===== config.mk =====
export PLATFORM = sky130hd
export DESIGN_NAME = pic_cmd_sequencer_flat
export DESIGN_NICKNAME = d
export VERILOG_FILES = /design/src/rtl/pic_pkg.sv /design/src/rtl/pic_cmd_sequencer_if.sv /design/src/rtl/pic_strobe_sync.sv /design/src/rtl/pic_cmd_sequencer.sv /design/src/flat_wrapper.sv
export SDC_FILE = /design/constraint.sdc
export NUM_CORES = 1
export LEC_CHECK = 0
export ABC_AREA = 1
export BUFFER_PORTS_ARGS = -buffer_cell sky130_fd_sc_hd__buf_2
export CORE_ASPECT_RATIO = 0.8
export CORE_UTILIZATION = 45
export DETAILED_ROUTE_END_ITERATION = 10
export PLACE_DENSITY_LB_ADDON = 0.12
export REMOVE_ABC_BUFFERS = 1
export SYNTH_ARGS = -nofsm -noshare
export SYNTH_HDL_FRONTEND = slang
export SYNTH_SLANG_ARGS = --single-unit

===== constraint.sdc =====
create_clock -name clk -period 1.4 [get_ports clk]
set_clock_uncertainty 0.05 [all_clocks]
set_input_delay 0.07 -clock clk [delete_from_list [all_inputs] [get_ports clk]]
set_output_delay 0.07 -clock clk [all_outputs]
set_load 0.01 [all_outputs]

===== src/rtl/pic_pkg.sv =====
// Shared types and constants for the PIC command sequencer.
// Holds the init-sequence states, command tags and the decode bit positions.
package pic_pkg;

    typedef enum logic [2:0] {
        UNINIT,
        WAIT_ICW2,
        WAIT_ICW3,
        WAIT_ICW4,
        READY
    } state_t;

    localparam logic CMD_ICW = 1'b1;
    localparam logic CMD_OCW = 1'b0;

    localparam logic [1:0] ICW1_NR = 2'd0;
    localparam logic [1:0] ICW2_NR = 2'd1;
    localparam logic [1:0] ICW3_NR = 2'd2;
    localparam logic [1:0] ICW4_NR = 2'd3;
    localparam logic [1:0] OCW1_NR = 2'd0;
    localparam logic [1:0] OCW2_NR = 2'd1;
    localparam logic [1:0] OCW3_NR = 2'd2;

    localparam int IC4     = 0;
    localparam int SNGL    = 1;
    localparam int ICW1_ID = 4;
    localparam int OCW3_ID = 3;
    localparam int RR      = 1;
    localparam int RIS     = 0;

endpackage


===== src/rtl/pic_cmd_sequencer_if.sv =====
// CPU-side pins, register read-back inputs and the command output bundle of the sequencer.
// master drives the CPU pins and register values; slave is the sequencer itself.
interface pic_cmd_sequencer_if #(parameter int DATA_W = 8);

    logic              cs_n;
    logic              wr_n;
    logic              rd_n;
    logic              a0;
    logic [DATA_W-1:0] d_in;
    logic [DATA_W-1:0] irr;
    logic [DATA_W-1:0] isr;
    logic [DATA_W-1:0] imr;
    logic [DATA_W-1:0] d_out;
    logic              d_oe;
    logic              cmd_valid;
    logic              cmd_type;
    logic [1:0]        cmd_nr;
    logic [DATA_W-1:0] cmd_data;
    logic              init_done;
    logic              seq_err;

    modport master (
        output cs_n, wr_n, rd_n, a0, d_in, irr, isr, imr,
        input  d_out, d_oe, cmd_valid, cmd_type, cmd_nr, cmd_data, init_done, seq_err
    );

    modport slave (
        input  cs_n, wr_n, rd_n, a0, d_in, irr, isr, imr,
        output d_out, d_oe, cmd_valid, cmd_type, cmd_nr, cmd_data, init_done, seq_err
    );

endinterface


===== src/rtl/pic_strobe_sync.sv =====
// Multi-stage synchroniser for one CPU strobe, with a rising-edge flag one cycle wide.
// Latency SYNC_STAGES cycles to sync, rise valid in the following cycle; no backpressure.
module pic_strobe_sync #(
    parameter int SYNC_STAGES = 2
) (
    input  logic clk,
    input  logic rst_n,
    input  logic pin,
    output logic sync,
    output logic rise
);

    logic [SYNC_STAGES-1:0] stages;
    logic                   last;

    // Idle-high reset so a strobe held high across reset never looks like an edge.
    always_ff @(posedge clk or negedge rst_n) begin
        if (!rst_n) begin
            stages <= '1;
            last   <= 1'b1;
        end else begin
            stages <= {stages[SYNC_STAGES-2:0], pin};
            last   <= stages[SYNC_STAGES-1];
        end
    end

    assign sync = stages[SYNC_STAGES-1];
    assign rise = sync & ~last;

endmodule


===== src/rtl/pic_cmd_sequencer.sv =====
// Synchronises CPU strobes, walks the ICW1..ICW4 init sequence and issues tagged command pulses.
// Writes and reads appear SYNC_STAGES+1 cycles after the pin edge; no backpressure, bad writes pulse seq_err.
module pic_cmd_sequencer
    import pic_pkg::*;
#(
    parameter int DATA_W      = 8,
    parameter int SYNC_STAGES = 2,
    parameter bit CASCADE_EN  = 1'b1
) (
    input logic                clk,
    input logic                rst_n,
    pic_cmd_sequencer_if.slave bus
);

    logic cs_s, wr_s, rd_s, a0_s;
    logic cs_rise, wr_rise, rd_rise, a0_rise;
    logic unused_rise;

    pic_strobe_sync #(.SYNC_STAGES(SYNC_STAGES)) u_cs_sync (
        .clk(clk), .rst_n(rst_n), .pin(bus.cs_n), .sync(cs_s), .rise(cs_rise));
    pic_strobe_sync #(.SYNC_STAGES(SYNC_STAGES)) u_wr_sync (
        .clk(clk), .rst_n(rst_n), .pin(bus.wr_n), .sync(wr_s), .rise(wr_rise));
    pic_strobe_sync #(.SYNC_STAGES(SYNC_STAGES)) u_rd_sync (
        .clk(clk), .rst_n(rst_n), .pin(bus.rd_n), .sync(rd_s), .rise(rd_rise));
    pic_strobe_sync #(.SYNC_STAGES(SYNC_STAGES)) u_a0_sync (
        .clk(clk), .rst_n(rst_n), .pin(bus.a0), .sync(a0_s), .rise(a0_rise));

    assign unused_rise = &{1'b0, cs_rise, rd_rise, a0_rise};

    logic              cs_cap;
    logic              a0_cap;
    logic [DATA_W-1:0] d_cap;
    logic              wr_evt;

    // cs_n is tracked for the whole low phase of wr_n so the event knows if it was selected.
    always_ff @(posedge clk or negedge rst_n) begin
        if (!rst_n) begin
            cs_cap <= 1'b1;
            a0_cap <= 1'b0;
            d_cap  <= '0;
        end else if (!wr_s) begin
            cs_cap <= cs_s;
            if (!cs_s) begin
                a0_cap <= a0_s;
                d_cap  <= bus.d_in;
            end
        end
    end

    assign wr_evt = wr_rise & ~cs_cap;

    state_t     state, nxt_state;
    logic       ic4, sngl, rd_sel;
    logic       issue, issue_type, drop, cfg_we, sel_we, sel_nxt;
    logic [1:0] issue_nr;

    always_ff @(posedge clk or negedge rst_n) begin
        if (!rst_n) state <= UNINIT;
        else        state <= nxt_state;
    end

    always_comb begin
        nxt_state  = state;
        issue      = 1'b0;
        issue_type = CMD_OCW;
        issue_nr   = OCW1_NR;
        drop       = 1'b0;
        cfg_we     = 1'b0;
        sel_we     = 1'b0;
        sel_nxt    = rd_sel;
        if (wr_evt) begin
            if (!a0_cap && d_cap[ICW1_ID]) begin
                nxt_state  = WAIT_ICW2;
                issue      = 1'b1;
                issue_type = CMD_ICW;
                issue_nr   = ICW1_NR;
                cfg_we     = 1'b1;
                sel_we     = 1'b1;
                sel_nxt    = 1'b0;
            end else begin
                case (state)
                    WAIT_ICW2: begin
                        if (a0_cap) begin
                            issue      = 1'b1;
                            issue_type = CMD_ICW;
                            issue_nr   = ICW2_NR;
                            if (!sngl && CASCADE_EN) nxt_state = WAIT_ICW3;
                            else if (ic4)            nxt_state = WAIT_ICW4;
                            else                     nxt_state = READY;
                        end else begin
                            drop = 1'b1;
                        end
                    end
                    WAIT_ICW3: begin
                        if (a0_cap) begin
                            issue      = 1'b1;
                            issue_type = CMD_ICW;
                            issue_nr   = ICW3_NR;
                            nxt_state  = ic4 ? WAIT_ICW4 : READY;
                        end else begin
                            drop = 1'b1;
                        end
                    end
                    WAIT_ICW4: begin
                        if (a0_cap) begin
                            issue      = 1'b1;
                            issue_type = CMD_ICW;
                            issue_nr   = ICW4_NR;
                            nxt_state  = READY;
                        end else begin
                            drop = 1'b1;
                        end
                    end
                    READY: begin
                        issue = 1'b1;
                        if (a0_cap) begin
                            issue_nr = OCW1_NR;
                        end else if (!d_cap[OCW3_ID]) begin
                            issue_nr = OCW2_NR;
                        end else begin
                            issue_nr = OCW3_NR;
                            if (d_cap[RR]) begin
                                sel_we  = 1'b1;
                                sel_nxt = d_cap[RIS];
                            end
                        end
                    end
                    default: drop = 1'b1;
                endcase
            end
        end
    end

    always_ff @(posedge clk or negedge rst_n) begin
        if (!rst_n) begin
            bus.cmd_valid <= 1'b0;
            bus.cmd_type  <= 1'b0;
            bus.cmd_nr    <= 2'd0;
            bus.cmd_data  <= '0;
            bus.seq_err   <= 1'b0;
            ic4           <= 1'b0;
            sngl          <= 1'b0;
            rd_sel        <= 1'b0;
        end else begin
            bus.cmd_valid <= issue;
            bus.seq_err   <= drop;
            if (issue) begin
                bus.cmd_type <= issue_type;
                bus.cmd_nr   <= issue_nr;
                bus.cmd_data <= d_cap;
            end
            if (cfg_we) begin
                ic4  <= d_cap[IC4];
                sngl <= d_cap[SNGL];
            end
            if (sel_we) rd_sel <= sel_nxt;
        end
    end

    logic rd_en;
    // A write in progress (wr_n low) always wins the bus over a read.
    assign rd_en = !cs_s && !rd_s && wr_s;

    always_ff @(posedge clk or negedge rst_n) begin
        if (!rst_n) begin
            bus.d_oe  <= 1'b0;
            bus.d_out <= '0;
        end else begin
            bus.d_oe  <= rd_en;
            bus.d_out <= !rd_en ? '0 : a0_s ? bus.imr : rd_sel ? bus.isr : bus.irr;
        end
    end

    assign bus.init_done = (state == READY);

endmodule


===== src/flat_wrapper.sv =====
// flat-port wrapper written by rule: the top's interface ports become plain ports
module pic_cmd_sequencer_flat import pic_pkg::*;
#(
    parameter int DATA_W      = 8,
    parameter int SYNC_STAGES = 2,
    parameter bit CASCADE_EN  = 1'b1
)
  (clk, rst_n, bus_cs_n, bus_wr_n, bus_rd_n, bus_a0, bus_d_in, bus_irr, bus_isr, bus_imr, bus_d_out, bus_d_oe, bus_cmd_valid, bus_cmd_type, bus_cmd_nr, bus_cmd_data, bus_init_done, bus_seq_err);
  pic_cmd_sequencer_if #(.DATA_W(DATA_W)) bus_i ();
  input logic clk;
  input logic rst_n;
  input wire logic [$bits(bus_i.cs_n)-1:0] bus_cs_n;
  input wire logic [$bits(bus_i.wr_n)-1:0] bus_wr_n;
  input wire logic [$bits(bus_i.rd_n)-1:0] bus_rd_n;
  input wire logic [$bits(bus_i.a0)-1:0] bus_a0;
  input wire logic [$bits(bus_i.d_in)-1:0] bus_d_in;
  input wire logic [$bits(bus_i.irr)-1:0] bus_irr;
  input wire logic [$bits(bus_i.isr)-1:0] bus_isr;
  input wire logic [$bits(bus_i.imr)-1:0] bus_imr;
  output wire logic [$bits(bus_i.d_out)-1:0] bus_d_out;
  output wire logic [$bits(bus_i.d_oe)-1:0] bus_d_oe;
  output wire logic [$bits(bus_i.cmd_valid)-1:0] bus_cmd_valid;
  output wire logic [$bits(bus_i.cmd_type)-1:0] bus_cmd_type;
  output wire logic [$bits(bus_i.cmd_nr)-1:0] bus_cmd_nr;
  output wire logic [$bits(bus_i.cmd_data)-1:0] bus_cmd_data;
  output wire logic [$bits(bus_i.init_done)-1:0] bus_init_done;
  output wire logic [$bits(bus_i.seq_err)-1:0] bus_seq_err;
  assign bus_i.cs_n = bus_cs_n;
  assign bus_i.wr_n = bus_wr_n;
  assign bus_i.rd_n = bus_rd_n;
  assign bus_i.a0 = bus_a0;
  assign bus_i.d_in = bus_d_in;
  assign bus_i.irr = bus_irr;
  assign bus_i.isr = bus_isr;
  assign bus_i.imr = bus_imr;
  assign bus_d_out = bus_i.d_out;
  assign bus_d_oe = bus_i.d_oe;
  assign bus_cmd_valid = bus_i.cmd_valid;
  assign bus_cmd_type = bus_i.cmd_type;
  assign bus_cmd_nr = bus_i.cmd_nr;
  assign bus_cmd_data = bus_i.cmd_data;
  assign bus_init_done = bus_i.init_done;
  assign bus_seq_err = bus_i.seq_err;
  pic_cmd_sequencer #(.DATA_W(DATA_W), .SYNC_STAGES(SYNC_STAGES), .CASCADE_EN(CASCADE_EN)) u_core (.clk(clk), .rst_n(rst_n), .bus(bus_i));
endmodule

==> After elaboration in Yosys (flattened, before gate mapping) <==
Index checks and enable logic that the tools add are counted.
{ "classes": {"muxes": 42, "n_reduce_logical": 14, "n_eq_ne": 8, "n_bitwise": 6} }
{ "ops": {"columns": ["cell", "count"], "rows": [
  ["2-to-1 mux 8 bit", 3],
  ["2-to-1 mux 1 bit", 23],
  ["2-to-1 mux 3 bit", 6],
  ["2-to-1 mux 2 bit", 6],
  ["!= test 3 x 1 -> 1 bit (second input constant)", 3],
  ["case mux 3 bit (3 select lines)", 1],
  ["case mux 2 bit (4 select lines)", 1],
  ["== test 3 x 2 -> 1 bit (second input constant)", 2],
  ["AND reduction 6 bit", 1],
  ["nonzero test 2 bit", 3],
  ["AND reduction 5 bit", 1],
  ["inverter 1 bit", 4],
  ["case mux 1 bit (2 select lines)", 2],
  ["nonzero test 4 bit", 1],
  ["== test 3 x 1 -> 1 bit (second input constant)", 1],
  ["== test 3 bit (second input constant)", 1],
  ["logical AND 1 bit", 3],
  ["zero test 1 bit", 3],
  ["OR reduction 3 bit", 1],
  ["bitwise AND 1 bit", 2],
  ["!= test 2 bit (second input constant)", 1],
  ["AND reduction 2 bit", 1]
]} }
{ "totals": {"input_bits": 38, "out_inout_bits": 23, "regBits": 47, "wordCells": 89} }

==> Depth between registers and ports, before layout <==
Gate-level depths: netlist (run 1).
{ "depth": {"word_depth": 7, "mapped_depth": 8, "ltp_nobuf": 8} }

==> Modules after synthesis <==
From an unflattened synthesis (run 1), not the netlist that was laid out.
{ "unflattened": {"hier_cells": 200, "hier_area_um2": 2054.5} }
{ "by_module_without_submodules": {"columns": ["mod", "area_per_inst_um2", "seq_area_each_um2", "cells_per_inst", "n_inst"], "rows": [
  ["pic_cmd_sequencer", 1699.1, 952.2, 180, 1],
  ["pic_strobe_sync", 88.8, 78.8, 5, 4]
]} }

==> Worst setup path after synthesis (run 1) <==
No wires, ideal clock.
{ "synth_timing": {"path_type": "reg2reg", "from": "register u_core.u_wr_sync.stages[1]", "to": "register u_core.rd_sel", "required_ns": 1.237, "setup_slack_ns": 0.111, "setup_ns": 0.113, "arrival_time_ns": 1.126, "period_less_slack_ns": 1.289, "path_buffers": 0, "stages_incl_launch_ff": 8, "path_cell_list": "dfstp_2 inv_2 nor3_4 nand2_1 nand2_1 nand2_1 nand2_1 inv_1"} }
{ "synth_via": {"elab_chain_len": 4} }
{ "synth_rtl": {"columns": ["item", "line_no", "source"], "rows": [
  ["from (decl)", "pic_strobe_sync.sv:13", "logic [SYNC_STAGES-1:0] stages;"],
  ["from (signal assigned)", "pic_strobe_sync.sv:22", "stages <= {stages[SYNC_STAGES-2:0], pin};"],
  ["bitwise AND 1 bit *", "pic_strobe_sync.sv:28", "assign rise = sync & ~last;"],
  ["bitwise AND 1 bit *", "pic_cmd_sequencer.sv:50", "assign wr_evt = wr_rise & ~cs_cap;"],
  ["2-to-1 mux 1 bit", "pic_cmd_sequencer.sv:71", "if (wr_evt) begin"],
  ["AND reduction 6 bit (no source line) *", null, null],
  ["to (signal assigned)", "pic_cmd_sequencer.sv:156", "if (sel_we) rd_sel <= sel_nxt;"],
  ["to (decl)", "pic_cmd_sequencer.sv:53", "logic ic4, sngl, rd_sel;"]
]} }
Every way passes the cells marked *; elsewhere a longest branch is shown, timed or not.
A chain may end at the register's enable or synchronous reset.

==> Worst setup path after layout (run 1) <==
{ "layout_timing": {"from": "register u_core.u_wr_sync.stages[1]", "to": "register u_core.bus.cmd_data[5]"} }
{ "layout_via": {"elab_chain_len": 3} }
{ "layout_rtl": {"columns": ["item", "line_no", "source"], "rows": [
  ["bitwise AND 1 bit", "pic_strobe_sync.sv:28", null],
  ["bitwise AND 1 bit", "pic_cmd_sequencer.sv:50", null],
  ["2-to-1 mux 1 bit", "pic_cmd_sequencer.sv:71", null],
  ["to (signal assigned)", "pic_cmd_sequencer.sv:150", "bus.cmd_data <= d_cap;"],
  ["to (decl)", "pic_cmd_sequencer_if.sv:29", "output d_out, d_oe, cmd_valid, cmd_type, cmd_nr, cmd_data, init_done, seq_err"]
]} }
No other way between the ends.

==> results of run 1 <==
[cells in the mapped netlist, drive strengths merged]
cell type	n
dfrtp	37
inv	18
dfstp	10
nand4	2
buf	3
nand2	68
nand3	14
o21ai	21
a31oi	8
nor3	2
clkbuf	2
mux2	4
nor2	7
[power by group]
group	internal [mW]	switching, mW
sequential	1.64	0.164
combinational	0.448	0.554
clock	0.577	0.440
total	2.67	1.16
[layer usage]
layer | global-route usage | wire (um) | vias up
met1 | 0.275 | 1880 | 788
met5 | 0 | 0 | -
met3 | 0.0438 | 137 | 9
met2 | 0.351 | 2220 | 41
met4 | 0.0943 | 78 | 0
li1 | - | - | 836
[final timing paths]
check	slack [ps]	from	depth (start not counted)	end
setup / recovery	-9	u_core.u_wr_sync.stages[1]	6	u_core.bus.cmd_data[5]
hold / removal	10	bus_imr[2]	3	u_core.bus.d_out[2]
setup reg to reg	-9	u_core.u_wr_sync.stages[1]	6	u_core.bus.cmd_data[5]
hold reg to reg	300	u_core.u_a0_sync.stages[0]	0	u_core.u_a0_sync.stages[1]
max in group asynchronous	800	rst_n	3	u_core.u_rd_sync.stages[0]
min in group asynchronous	220	rst_n	3	u_core.bus.d_out[0]
[per-stage QoR]
step | util | setup TNS, ps | power [mW] | std cells | area, sq um
finish | 0.701 | -9.27 | 3.82 | 354 | 2750
global route | 0.701 | -1170 | 4.06 | 354 | 2750
CTS | 0.693 | -34.5 | 3.84 | 351 | 2720
detailed placement | 0.589 | 0 | 2.75 | 314 | 2310
global placement | 0.589 | 0 | 2.74 | 314 | 2310
floorplan | - | -947 | 2.34 | 191 | 1870
[worst max-delay path, cell delays in order (launching register included)]
cell	delay, ps
dfstp_2	550
inv_2	60
nor3_4	220
buf_4	180
nand2_4	100
nand2_1	100
nand2_1	50
[registers in the layout (all words and copies together) (netlist names), 2 cells and up]
signal / count
u_core.state: 3
u_core.u_wr_sync.stages: 2
u_core.bus.cmd_data: 8
u_core.d_cap: 8
u_core.bus.d_out: 8
u_core.bus.cmd_nr: 2
u_core.u_rd_sync.stages: 2
u_core.u_cs_sync.stages: 2
u_core.u_a0_sync.stages: 2
[area by class of cell]
cell class	count	area, sq um
flip-flops and latches	47	1190
fillers	313	1170
repair buffers	100	689
multi-input cells	126	622
clock buffers	6	82.6
well taps	55	68.8
inverters	18	67.6
clock inverters	2	35.0
[cell families (layout without fill, tap and decap cells)]
kind of cell | after synthesis | after routing | synth area share
AND/OR/NAND/NOR | 93 | 93 | 0.219
AO/OA/AOI/OAI | 29 | 29 | 0.0816
multiplexers | 4 | 4 | 0.0237
flip-flops | 47 | 47 | 0.625
buffers and inverters | 23 | 126 | 0.0507
[cells in the final DEF (no fill, tap or decap), drive strengths merged]
cell type / count
buf: 71
nand2: 68
dfrtp: 37
dlygate4sd3: 29
o21ai: 21
inv: 18
nand3: 14
dfstp: 10
a31oi: 8
nor2: 7
clkbuf: 6
mux2: 4
nor3: 2
nand4: 2
clkinv: 1
bufinv: 1
[what timing repair did]
| action | CTS | global route |
|---|---|---|
| hold buffers | 29 | 0 |
| setup buffers | 0 | 3 |
| hold endpoints to repair | 67 | 0 |
| endpoints found under the setup margin | 2 | 25 |
| resized for setup | 0 | 2 |
==> results_dict.tcl, run 1 <==
set metrics [dict create \
    run_status "finished with violations" \
    violations "negative setup slack" \
    startpoint_type "flop" \
    first_pass_iters 4 \
    cts.sinks 47 \
    netlist.area_leader.share 0.487 \
    net_total_in_the_final_layout 336 \
    synthToLayoutAreaGrowth_pct 44.8 \
    postSynthAreaPerCell_sq_um 9.70 \
    post_drt_wl_per_cell_um 12.2 \
    global_route_wire_length_before_repair_um 6970 \
    tmin_final_ps 1410 \
    grt_setup_unrepaired "true" \
    global_route.usage.total 0.214 \
    routabilityCongestion 0.741 \
    maxSlewHeadroom 0.717 \
    crit_path_end_kind "flop" \
    yosysTopAreaCell "dfrtp_1" \
    io-pin-count 61 \
    worst_slack_ps -9.27 \
    tritoncts "done" \
    dieHeight_um 60.1 \
    data_required_critical_path_ps 1550 \
    routed_wirelength_um 4310 \
    worst_ep_arrival_time_ps 1560 \
    cts-htree-levels 2 \
    fp.dieW_um 74.7 \
    static_leakage_nw 1.46 \
    initialDrtViolationCount 104 \
    min-delay-path-class "in -> reg" \
    clock_insertion_delay_at_the_later_pin_of_the_skew_report_ps 300 \
    yosysSeqAreaShare 0.625 \
    drc 0 \
    grt_pass1_vias 1556 \
    coreArea_sq_um 3930 \
    yosys.cell_types.count 18 \
    crit_type "reg -> reg" \
    synth_warnings 0 \
    min_period_over_period 1.01 \
    post_dp_hpwl_um 2620 \
    critical_path.max_fanout 12 \
    dieArea_sq_um 4490 \
    syn_inst 196 \
    tightest_slew_ps 424 \
    final_layout_size_suffix_gt1_frac 0.331 \
    grt.overflow.total 0 \
    grt_max_degree 48 \
    cts_made_buffers 5 \
    cap_viol_max_count 0 \
    pre_cts_slack_ps 6.07 \
    post_synth_instance_area_sq_um 1900 \
    dr_total_vias 1674 \
    maxClockFrequency_ghz 0.710 \
    final_hold_slack_ps 14.6 \
    setup_violations 1 \
    initial_antenna_violation_count 0 \
    route.detailed.vias_per_inst 4.73 \
    finalMaxSlewViolations 0 \
    clock-root-buffer "clkbuf_8" \
    synthesized_flop_and_latch_total 47 \
    io_buffers 60 \
    detail-route-antenna-nets 0 \
    clk_pin_slew_worst_paths_ps 80 \
    rows 20 \
    synth_area_leaders "dfrtp_1 (49%), dfstp_2 (14%), nand2_1 (13%)" \
    max_ir_drop_vdd_mv 0.929 \
    final_hold_violation_count 0 \
    antenna-diode-count 0 \
    starting_density_of_the_core 0.484 \
    clock_tree.buffer_depth 2 \
    cellPowerDensity_nw_per_um2 1390 \
]
Note: power is estimated with default switching activity, not from simulation.
==> run 2, diff against run 1 <==
- CAP_MARGIN: default -> 20
- CORE_UTILIZATION: 45 -> 25
==> results_dict.tcl, run 2 (same netlist as run 1, synthesis figures left out) <==
set metrics [dict create \
    coreArea_sq_um 7390 \
    route.detailed.vias_per_inst 4.06 \
    drc 0 \
    final_hold_slack_ps -7.42 \
    power_mw 3.69 \
    timing.rr.end "u_core.rd_sel" \
    routed_wirelength_um 4770 \
    cap_viol_max_count 0 \
    layout_common_cells "nand2_1 (61), buf_2 (60), dfrtp_1 (37)" \
    grt.overflow.total 0 \
    run_status "finished with violations" \
    clock_insertion_delay_at_the_later_pin_of_the_skew_report_ps 290 \
    final_hold_violation_count 1 \
    violations "negative hold slack, negative setup slack" \
    r2r-start "u_core.u_wr_sync.stages[1]" \
    crit_type "reg -> reg" \
    global_route_wire_length_before_repair_um 8000 \
    endpoint "u_core.rd_sel" \
    dr_total_vias 1642 \
    largest_registers "u_core.bus.cmd_data x8, u_core.bus.d_out x8, u_core.d_cap x8" \
    maxClockFrequency_ghz 0.705 \
    net_total_in_the_final_layout 336 \
    grt_pass1_vias 1695 \
    stdcell_area_sq_um 2850 \
    tritoncts "done" \
    synthToLayoutAreaGrowth_pct 49.9 \
    finalMaxSlewViolations 0 \
    r2r_setup_slack_ps -20 \
    antenna-diode-count 0 \
    cts-htree-levels 2 \
    layout.core_utilization 0.386 \
    detail-route-antenna-nets 0 \
    routabilityCongestion 0.729 \
    final_layout_size_suffix_gt1_frac 0.368 \
    clock-root-buffer "clkbuf_8" \
    dieArea_sq_um 7960 \
    maxSlewHeadroom 0.601 \
    global_route.usage.total 0.130 \
    setup_violations 10 \
    crit_path_end_kind "flop" \
    critical_path.max_fanout 8 \
    startpoint_type "flop" \
    clock_tree.buffer_depth 2 \
    static_leakage_nw 1.47 \
    rows 28 \
    clk_pin_slew_worst_paths_ps 90 \
    grt_max_degree 22 \
    layout.cells.most_common "nand2_1" \
    min_period_over_period 1.01 \
    initial_antenna_violation_count 0 \
    worst_slack_ps -19.2 \
    timing.critical_path.from "u_core.u_wr_sync.stages[1]" \
    starting_density_of_the_core 0.257 \
    grt_setup_unrepaired "true" \
    placement.cell_area_sq_um 2380 \
    first_pass_iters 4 \
    data_required_critical_path_ps 1550 \
    tmin_final_ps 1420 \
    dieHeight_um 80.0 \
    cts.sinks 47 \
    tightest_slew_ps 598 \
    io_buffers 60 \
    reg2regPathDepth 9 \
    min-delay-path-class "in -> reg" \
    initialDrtViolationCount 68 \
    worst_ep_arrival_time_ps 1570 \
    fp.dieW_um 99.5 \
    post_drt_wl_per_cell_um 11.8 \
    cts_made_buffers 5 \
    cellPowerDensity_nw_per_um2 1300 \
    post_dp_hpwl_um 3160 \
    max_ir_drop_vdd_mv 0.428 \
    io-pin-count 61 \
]
[run 2: what timing repair did]
item                       in CTS  in global routing
gates resized for setup         9                 17
setup endpoints to repair      35                 31
hold buffers                   29                  0
pin swaps                       2                  4
gates cloned                    0                  1
hold endpoints to repair       55                  0
buffers inserted                1                  0
[run 2: through the flow]
stage / setup slack (ps) / hold slack, ps / TNS, ps / instances
after floorplan: -90.4 / -276 / -947 / 191
after global placement: -312 / -18.6 / -2690 / 365
after detailed placement: -317 / -17.9 / -2880 / 365
after CTS: -45.2 / 18.8 / -344 / 403
after global routing: -118 / 14.2 / -2350 / 404
final: -19.2 / -7.42 / -95.9 / 404
[run 2: final cells by class]
class	count	area (sq um)
multi-input combinational	126	677
fill	752	4540
tap	105	131
timing repair buffer	100	697
sequential	47	1190
inverter	18	70.1
clock inverter	3	17.5
clock buffer	5	68.8
[run 2: worst max-delay path: stages, from the launching register on]
cell and delay (ps):
dfstp_2 550, buf_4 120, inv_4 40, nor3_4 110
buf_6 190, nand2_4 80, nand2_1 60, nand2_1 50
nand2_1 50, inv_1 30
[run 2: power by group]
group          switching, mW  total [mW]  internal [mW]  leakage (nW)
Combinational          0.598        1.07          0.468         0.837
Sequential             0.165        1.81           1.64         0.582
Clock                  0.472       0.823          0.351        0.0488
[run 2: layer usage]
metal  track usage  up-vias  part of all wire
li1              -      836                 -
met1         0.174      765              0.49
met2         0.202       30              0.45
met3        0.0377       11             0.042
met4        0.0456        0             0.016
met5             0        -                 0
[run 2: worst min path at each step]
stage / slack [ps] / startpoint / endpoint / cells after the start
after detailed placement: -20 / rst_n / u_core.bus.d_out[6] / 1
final: -7 / bus_imr[6] / u_core.bus.d_out[6] / 3
after CTS: 20 / bus_imr[7] / u_core.bus.d_out[7] / 3
after global placement: -20 / rst_n / u_core.bus.d_out[6] / 1
after global routing: 10 / bus_imr[6] / u_core.bus.d_out[6] / 3
after floorplan: -280 / rst_n / u_core.a0_cap / 0
==> run 3, diff against run 2 <==
- ABC_AREA: 1 -> default
==> results_dict.tcl, run 3 <==
set metrics [dict create \
    pwr-share-clk 0.201 \
    clock_insertion_delay_at_the_later_pin_of_the_skew_report_ps 300 \
    fp.dieW_um 101 \
    edff_count_synth 0 \
    io_buffers 60 \
    net_total_in_the_final_layout 294 \
    data_required_critical_path_ps 1540 \
    stdcell_area_sq_um 2930 \
    starting_density_of_the_core 0.262 \
    dieArea_sq_um 8220 \
    total_negative_setup_slack_ps -1840 \
    tritoncts "done" \
    synth_warnings 0 \
    final_layout_size_suffix_gt1_frac 0.533 \
    largest_registers "u_core.bus.cmd_data x8, u_core.bus.d_out x8, u_core.d_cap x8" \
    crit_family "simple AND/OR/NAND/NOR gates" \
    final_hold_violation_count 0 \
    switching_share 0.317 \
    maxSlewHeadroom 0.736 \
    postSynthAreaPerCell_sq_um 13.1 \
    crit_type "reg -> reg" \
    yosys.cell_count.top_type "dfrtp_1" \
    dp_cells 331 \
    p_sw_mw 1.33 \
    filler_cell_count 784 \
    netlist.area_leader.share 0.471 \
    synth.cells.most_frequent "dfrtp_1 (37), nor2_1 (19), mux2_2 (13), a21oi_1 (11), dfstp_2 (10)" \
    cap_viol_max_count 0 \
    layout.cells.most_common "buf_2" \
    min_period_over_period 1.12 \
    synth_area_leaders "dfrtp_1 (47%), dfstp_2 (13%), mux2_2 (7.5%)" \
    initialDrtViolationCount 33 \
    static_leakage_nw 1.42 \
    io-pin-count 61 \
    grt_pass1_vias 1444 \
    yosys.cell_types.count 29 \
    cts.sinks 47 \
    violations "negative setup slack" \
    route.detailed.vias_per_inst 4.03 \
    synthesized_flop_and_latch_total 47 \
    placement.cell_area_sq_um 2550 \
    global_route.usage.total 0.115 \
    post_dp_hpwl_um 3030 \
    pre_cts_slack_ps -150 \
    layout_common_cells "buf_2 (60), dfrtp_1 (36), dlygate4sd3_1 (21)" \
    cp_cell_sequence "or3b_4, o211ai_4, nand2_8, mux2_4" \
    worst_slack_ps -173 \
    coreArea_sq_um 7500 \
    startpoint_type "flop" \
    internal_power_mw 2.86 \
    dr_total_vias 1458 \
    first_pass_iters 4 \
    setup_violations 16 \
    power_mw 4.19 \
    critPathBufInv 0 \
    r2r-start "u_core.state[2]" \
    clk_pin_slew_worst_paths_ps 90 \
    maxClockFrequency_ghz 0.636 \
    cellPowerDensity_nw_per_um2 1430 \
    detail-route-antenna-nets 0 \
    yosysSeqAreaShare 0.605 \
    critPathMaxStageDelay_ps 420 \
    clock_tree.buffer_depth 2 \
    grt_max_degree 48 \
    finalNonFillerCells 362 \
    rows 28 \
    pwr-share-comb 0.353 \
    synthToLayoutAreaGrowth_pct 49.2 \
    tmin_final_ps 1570 \
    yosysTopAreaCell "dfrtp_1" \
    clock-root-buffer "clkbuf_8" \
    r2r_setup_slack_ps -170 \
    post_drt_wl_per_cell_um 12.2 \
    cts-htree-levels 2 \
    postSynth.topFlopCell "dfrtp_1" \
    min-delay-path-class "in -> reg" \
    max_ir_drop_vdd_mv 0.647 \
    run_status "finished with violations" \
    critical_path.max_fanout 10 \
    post_synth_instance_area_sq_um 1960 \
    cts_made_buffers 5 \
    timing.critical_path.from "u_core.state[2]" \
    grt.overflow.total 0 \
    power_frac_seq 0.447 \
    asyncSetResetFlopFracSynth 1.00 \
    finalMaxSlewViolations 0 \
    initial_antenna_violation_count 0 \
    antenna-diode-count 0 \
    routabilityCongestion 0.754 \
    syn_inst 150 \
    drc 0 \
    startpoint_of_the_worst_hold_path "bus_irr[4]" \
    grt_setup_unrepaired "true" \
    routed_wirelength_um 4420 \
    worst_ep_arrival_time_ps 1710 \
    global_route_wire_length_before_repair_um 7100 \
    tightest_slew_ps 395 \
    crit_path_end_kind "flop" \
    critical_path.slowest_cell "dfrtp_1" \
    dieHeight_um 81.3 \
]
-- run 3: cell count changes after synthesis, moves of 8 or more --
cell	previous run	this run
nor2_1	7	19
mux2i_1	0	8
mux2_2	4	13
nand2_1	66	6
o21ai_0	20	7
a21oi_1	0	11
a31oi_1	8	0
nand3_1	14	2
mux2_4	0	9
inv_1	17	5
-- run 3: worst reg2reg max path, stage by stage, from the launching register on --
cell	delay, ps
dfrtp_1	420
or3b_4	420
o211ai_4	120
nand2_8	130
mux2_4	320
-- run 3: routing by layer --
metal	global-route usage	up-vias	wire (um)
met5	0	-	0
met4	0.0377	0	33
met3	0.0327	5	163
met2	0.172	24	2090
met1	0.160	700	2140
li1	-	729	-
-- run 3: cell families after synthesis --
kind of cell,count (synthesis),synth area share
muxes,30,0.184
buffers and inverters,8,0.0159
AOI/OAI and AO/OA,23,0.0739
and+or+nand+nor,42,0.121
DFF,47,0.605
-- run 3: final cells by class --
| cell class | count | area [sq um] | share of cell area |
|---|---|---|---|
| inverters | 5 | 18.8 | 0.00640 |
| clock inverters | 2 | 15.0 | 0.00512 |
| clock buffers | 6 | 72.6 | 0.0248 |
| flip-flops and latches | 47 | 1190 | 0.406 |
| multi-input cells | 95 | 798 | 0.272 |
| repair buffers | 102 | 704 | 0.240 |
| well taps | 105 | 131 | 0.0448 |
-- run 3: through the flow --
step                       util  hold WS [ps]
after CTS                 0.389          78.4
after detailed placement  0.340          26.2
after global placement    0.340          26.7
final                     0.391          77.6
after global routing      0.391           115
after floorplan               -          -276
-- run 3: worst paths after layout --
path | to | depth (start not counted)
setup / recovery | u_core.bus.cmd_data[4] | 4
hold / removal | u_core.bus.d_out[4] | 5
setup reg to reg | u_core.bus.cmd_data[4] | 4
hold reg to reg | u_core.u_rd_sync.stages[1] | 0
max in group asynchronous | u_core.u_a0_sync.stages[0] | 3
min in group asynchronous | u_core.bus.cmd_data[7] | 3
-- run 3: power by group through the flow --
| stage | logic (mW) | clock network [mW] | registers, mW |
|---|---|---|---|
| 2_1_floorplan | 0.652 | 0 | 1.95 |
| 3_3_place_gp | 1.32 | 0 | 1.90 |
| 3_5_place_dp | 1.32 | 0 | 1.89 |
| 4_1_cts | 1.47 | 0.874 | 1.87 |
| 5_1_grt | 1.61 | 0.929 | 1.91 |
| 6_report | 1.48 | 0.840 | 1.87 |
-- run 3: what timing repair did --
item                                   CTS  global route
pin swaps                                1             0
hold buffers                            21             0
buffers inserted                         2             1
resized for setup                       17             4
setup endpoints to repair               18            22
endpoints found under the hold margin   67             0
